**src/rtl/sprinkler_zone_sequencer.sv**
```systemverilog
// -----------------------------------------------------------------------------
// sprinkler_zone_sequencer
//
// Timed sequencer feeding a 3-to-8 valve decoder (inputs e, a, b, c). Walks
// zones 0..7 in ascending order. Each zone enabled in the latched mask is
// opened for `duration` time-base ticks. The valve is then closed for
// GAP_TICKS ticks before the walk moves on to the next zone.
//
// Optional feature macro: RAIN_SENSE_EN
//   When defined, a synchronous `rain` input pauses watering. The valve closes
//   and the remaining time is frozen until rain clears.
//
// Parameters:
//   DUR_W      width of the watering duration / timer (ticks)
//   GAP_TICKS  dead-time ticks between zones with e=0 (>= 1)
//
// Ports:
//   clk        system clock
//   rst_n      asynchronous active-low reset
//   tick       one-cycle time-base strobe; every timing count is in ticks
//   start      pulse; starts a cycle when idle (ignored while busy)
//   stop       pulse; aborts at the next edge (priority over start/tick)
//   zone_mask  per-zone enable, latched at start
//   duration   ticks per zone, latched at start
//   rain       (RAIN_SENSE_EN only) pause watering while high
//   e          decoder enable, high only while a valve is open
//   a, b, c    zone index, a = MSB, c = LSB
//   busy       high in any state other than IDLE
//   done       one-cycle pulse on normal completion
//   state_o    current FSM state (debug observation)
// -----------------------------------------------------------------------------
module sprinkler_zone_sequencer #(
  parameter int DUR_W     = 8,
  parameter int GAP_TICKS = 2
) (
  input  logic             clk,
  input  logic             rst_n,
  input  logic             tick,
  input  logic             start,
  input  logic             stop,
  input  logic [7:0]       zone_mask,
  input  logic [DUR_W-1:0] duration,
`ifdef RAIN_SENSE_EN
  input  logic             rain,
`endif
  output logic             e,
  output logic             a,
  output logic             b,
  output logic             c,
  output logic             busy,
  output logic             done,
  output logic [1:0]       state_o
);

  localparam int GAP_W = $clog2(GAP_TICKS + 1);

  typedef enum logic [1:0] {
    S_IDLE  = 2'd0,
    S_SEEK  = 2'd1,
    S_WATER = 2'd2,
    S_GAP   = 2'd3
  } state_t;

  state_t             state_q, state_d;
  logic [7:0]         mask_q, mask_d;
  logic [DUR_W-1:0]   dur_q, dur_d;
  logic [DUR_W-1:0]   timer_q, timer_d;
  logic [GAP_W-1:0]   gap_q, gap_d;
  logic [2:0]         idx_q, idx_d;
  logic               e_q, e_d;
  logic               done_q, done_d;
  logic               rain_w;

`ifdef RAIN_SENSE_EN
  assign rain_w = rain;
`else
  assign rain_w = 1'b0;
`endif

  // Next-state and registered-output logic.
  always_comb begin
    state_d = state_q;
    mask_d  = mask_q;
    dur_d   = dur_q;
    timer_d = timer_q;
    gap_d   = gap_q;
    idx_d   = idx_q;
    e_d     = e_q;
    done_d  = 1'b0;

    if (stop) begin
      // Abort wins over everything: valve shut, index parked at zone 0.
      state_d = S_IDLE;
      e_d     = 1'b0;
      idx_d   = 3'd0;
      timer_d = '0;
      gap_d   = '0;
    end else begin
      case (state_q)
        S_IDLE: begin
          e_d = 1'b0;
          if (start) begin
            mask_d  = zone_mask;
            dur_d   = duration;
            idx_d   = 3'd0;
            state_d = S_SEEK;
          end
        end

        S_SEEK: begin
          // One zone examined per clock; ticks are not consumed here.
          if (mask_q[idx_q] && (dur_q != '0)) begin
            state_d = S_WATER;
            timer_d = dur_q;
            e_d     = 1'b1;
          end else if (idx_q == 3'd7) begin
            state_d = S_IDLE;
            done_d  = 1'b1;
          end else begin
            idx_d = idx_q + 3'd1;
          end
        end

        S_WATER: begin
          // Rain closes the valve and freezes the timer; the valve reopens
          // one clock after rain clears.
          e_d = ~rain_w;
          if (tick && !rain_w) begin
            if (timer_q != '0) begin
              timer_d = timer_q - DUR_W'(1);
            end
            if (timer_q == DUR_W'(1)) begin
              e_d     = 1'b0;
              gap_d   = GAP_W'(GAP_TICKS);
              state_d = S_GAP;
            end
          end
        end

        S_GAP: begin
          // Index still shows the last zone; it only moves with e low.
          e_d = 1'b0;
          if (tick) begin
            if (gap_q != '0) begin
              gap_d = gap_q - GAP_W'(1);
            end
            if (gap_q == GAP_W'(1)) begin
              if (idx_q == 3'd7) begin
                state_d = S_IDLE;
                done_d  = 1'b1;
              end else begin
                idx_d   = idx_q + 3'd1;
                state_d = S_SEEK;
              end
            end
          end
        end

        default: begin
          state_d = S_IDLE;
          e_d     = 1'b0;
        end
      endcase
    end
  end

  always_ff @(posedge clk or negedge rst_n) begin
    if (!rst_n) begin
      state_q <= S_IDLE;
      mask_q  <= '0;
      dur_q   <= '0;
      timer_q <= '0;
      gap_q   <= '0;
      idx_q   <= 3'd0;
      e_q     <= 1'b0;
      done_q  <= 1'b0;
    end else begin
      state_q <= state_d;
      mask_q  <= mask_d;
      dur_q   <= dur_d;
      timer_q <= timer_d;
      gap_q   <= gap_d;
      idx_q   <= idx_d;
      e_q     <= e_d;
      done_q  <= done_d;
    end
  end

  // Enable comes straight from a flop so the decoder never sees a glitch.
  // With rain sensing, the synchronous rain level also masks it. The valve
  // then shuts in the same cycle rain rises.
  assign e       = e_q & ~rain_w;
  assign {a, b, c} = idx_q;
  assign busy    = (state_q != S_IDLE);
  assign done    = done_q;
  assign state_o = state_q;

endmodule

```
**config.mk**
```make
export PLATFORM = sky130hd
export DESIGN_NAME = sprinkler_zone_sequencer
export DESIGN_NICKNAME = d
export VERILOG_FILES = /design/src/rtl/sprinkler_zone_sequencer.sv
export SDC_FILE = /design/constraint.sdc
export NUM_CORES = 1
export LEC_CHECK = 0
export CELL_PAD_IN_SITES_DETAIL_PLACEMENT = 1
export CELL_PAD_IN_SITES_GLOBAL_PLACEMENT = 1
export CORE_UTILIZATION = 38
export DETAILED_ROUTE_END_ITERATION = 16
export PLACE_DENSITY_LB_ADDON = 0.25
export SLEW_MARGIN = 10
export SYNTH_ARGS = -nofsm -noshare
export SYNTH_HDL_FRONTEND = slang
export SYNTH_SLANG_ARGS = --single-unit
```
**constraint.sdc**
```tcl
create_clock -name clk -period 2.2 [get_ports clk]
set_input_delay 0.66 -clock clk [delete_from_list [all_inputs] [get_ports clk]]
set_output_delay 0.66 -clock clk [all_outputs]
set_load 0.01 [all_outputs]
```
==> impl_metrics.env <==
export IMPL_outcome="finished, final reports clean"
export IMPL_power_frac_seq_pct=32.1
export IMPL_arrival_ps=2310
export IMPL_cp_max_fo=4
export IMPL_slowest_delay_ps=510
export IMPL_die_x_um=73.9
export IMPL_synthFlopType="dfrtp_1"
export IMPL_fin_area_um2=2600
export IMPL_place_ws_ps=-218
export IMPL_p_leak_nw=1.16
export IMPL_grt_max_degree=34
export IMPL_hold_class="flip-flop to flip-flop"
export IMPL_p_int_mw=2.04
export IMPL_netSwitchingPower_mw=1.25
export IMPL_drcViolationCount=0
export IMPL_cts_hold_buffers=0
export IMPL_timing_slew_headroom_pct=44.1
export IMPL_r2r_slack_ps=60
export IMPL_max_freq_mhz=468
export IMPL_hold_slack_ps=511
export IMPL_place_hpwl_mm=4.19
export IMPL_syn_nets=219
export IMPL_yosysWarnings=0
export IMPL_tightest_slew_ps=831
export IMPL_clock_sinks=33
export IMPL_pwr_share_comb_pct=49.6
export IMPL_syn_avg_cell_area_um2=10.5
export IMPL_ys_seq_elements=33
export IMPL_fin_crit_sh_pct=97.1
export IMPL_drv_cap=0
export IMPL_cts_buffer_depth=2
export IMPL_skew_ps=5.37
export IMPL_antenna_found_initial=0
export IMPL_routed_wl_mm=5.61
export IMPL_period_minus_slack_ps=2140
export IMPL_required_ps=2380
export IMPL_ant_nets=0
export IMPL_grt_usage_pct=22.8
export IMPL_rows=25
export IMPL_port_buffers=28
export IMPL_path_cells="mux4_2 > or2_4 > and3_4 > a221o_2 > mux2_4"
export IMPL_cts_tree="built"
export IMPL_die_h_um=73.9
export IMPL_drive_above_1_share_pct=25.6
export IMPL_final_setup_viol_count=0
export IMPL_hold_violations=0
export IMPL_htree_levels=2
export IMPL_io_pins=29
export IMPL_crit_path_end_kind="flip-flop"
export IMPL_ys_seq_area_share_pct=42.1
export IMPL_gp_congestion=0.841
export IMPL_start_util_pct=40.5
export IMPL_firstDrtPassIters=4
export IMPL_cellPowerDensity_nw_per_um2=1270
export IMPL_swShare_pct=38.0
export IMPL_critPathSlowestCell="mux4_2"
export IMPL_finalWorstSetupSlack_ps=64.4
export IMPL_grt_pass1_wl_mm=9.09
export IMPL_clkTransAtPathRegs_ps=70
export IMPL_critPathLaunchType="flip-flop"
export IMPL_pwr_share_clk_pct=18.3
export IMPL_post_drt_wl_per_cell_um=18.4
export IMPL_area_growth_pct=32.6
export IMPL_ir_drop_mv=0.629
export IMPL_cts_buffers=5
export IMPL_first_global_vias=1831
export IMPL_synth_edff_count=0
export IMPL_syn_area_um2=1960
export IMPL_drv_slew=0
export IMPL_rsz0062_at_grt="false"
export IMPL_antenna_cells=0
export IMPL_root_buffer="clkbuf_8"
export IMPL_placed_cell_area_um2=2460
export IMPL_clkLatencyLatePin_ps=290
export IMPL_layout_nets=269
export IMPL_vias=1689
export IMPL_criticalPathCategory="flip-flop to flip-flop"
export IMPL_grt_ovfl_total=0
export IMPL_dieArea_um2=5450
export IMPL_core_area_um2=4850
export IMPL_drt_iter0_drc=99
export IMPL_async_flop_share_pct=100
export IMPL_syn_inst=187
export IMPL_synth_cell_type_count=43
export IMPL_viasPerCell=5.54
[power groups by stage]
stage / Clock (mW) / Sequential [mW] / Combinational (mW)
floorplan: 0 / 1.03 / 0.993
global placement: 0 / 1.04 / 1.50
detailed placement: 0 / 1.08 / 1.58
CTS: 0.612 / 1.06 / 1.62
global route: 0.635 / 1.09 / 1.78
finish: 0.603 / 1.06 / 1.63
[worst max-delay path: cells and delay by family (launching register included)]
kind,cells,cell delay [ps]
mux,2,820
simple gates,2,430
compound gates,1,380
flops,1,390
[cell usage after synthesis (3+ instances only)]
library cell  number  area, um2
and3_1             3       18.8
inv_1             12       45.0
mux2i_1            8       80.1
a31oi_1            4       25.0
o31ai_1           12       90.1
dfrtp_1           33        826
ha_1              11        138
clkbuf_1           4       15.0
nor3_1             6       30.0
a21oi_1           12       60.1
mux2_2            18        203
nor4_1             4       25.0
nand2b_1           5       31.3
nor2_1            15       56.3
nand2_1            8       30.0
[through the flow]
| stage | utilization (%) | setup TNS, ps | power [mW] | instances |
|---|---|---|---|---|
| final | 53.7 | 0 | 3.29 | 305 |
| after global routing | 53.7 | 0 | 3.50 | 305 |
| after CTS | 53.3 | 0 | 3.29 | 305 |
| after detailed placement | 50.8 | -1230 | 2.66 | 296 |
| after global placement | 50.8 | -309 | 2.54 | 296 |
| after floorplan | - | 0 | 2.02 | 187 |
[worst paths after layout]
check,from,end,depth (start not counted)
min in group asynchronous,rst_n,timer_q[7]$_DFFE_PN0P_,2
hold reg to reg,mask_q[4]$_DFFE_PN0P_,mask_q[4]$_DFFE_PN0P_,1
hold / removal,mask_q[4]$_DFFE_PN0P_,mask_q[4]$_DFFE_PN0P_,1
setup / recovery,idx_q[0]$_DFFE_PN0P_,idx_q[0]$_DFFE_PN0P_,5
max in group asynchronous,rst_n,state_o[0]$_DFFE_PN0P_,2
setup reg to reg,idx_q[0]$_DFFE_PN0P_,idx_q[0]$_DFFE_PN0P_,5
[sequential cells by signal, summed over array words and instances, names as in the netlist]
signal   flops
state_o      2
dur_q        8
idx_q        3
mask_q       8
timer_q      8
e            1
done         1
gap_q        2
[area by class of cell]
type,instances,area [um2]
tap,67,83.8
clock inverter,1,30.0
timing repair buffer,50,457
multi-input combinational,134,1070
fill,536,2250
inverter,13,48.8
sequential,33,828
clock buffer,7,86.3
[cell families after synthesis]
family,synth area share (%)
simple gates,13.6
compound gates,16.7
flops,42.1
mux,16.3
buf+inv,4.27
fa+ha+maj,7.02
[what timing repair did]
| item | CTS | global route |
|---|---|---|
| setup endpoints to repair | 1 | 1 |
| setup buffers | 1 | 0 |
| resized for setup | 3 | 2 |
[metal layers]
layer / vias to the layer above / routed length (um) / global-route usage, %
met5: - / 0 / 0
met2: 40 / 2930 / 38.8
li1: 785 / - / -
met4: 0 / 100 / 9.19
met1: 853 / 2400 / 28.5
met3: 11 / 183 / 3.98
[placed cells by master, fill, tap and decap left out, types with 11 or more instances in the layout]
master            n
a21oi_1          12
buf_4            21
clkdlybuf4s50_1  27
dfrtp_1          31
ha_1             11
inv_1            11
mux2_2           18
nor2_1           15
o31ai_1          12
(Power assumes the default switching activity.)
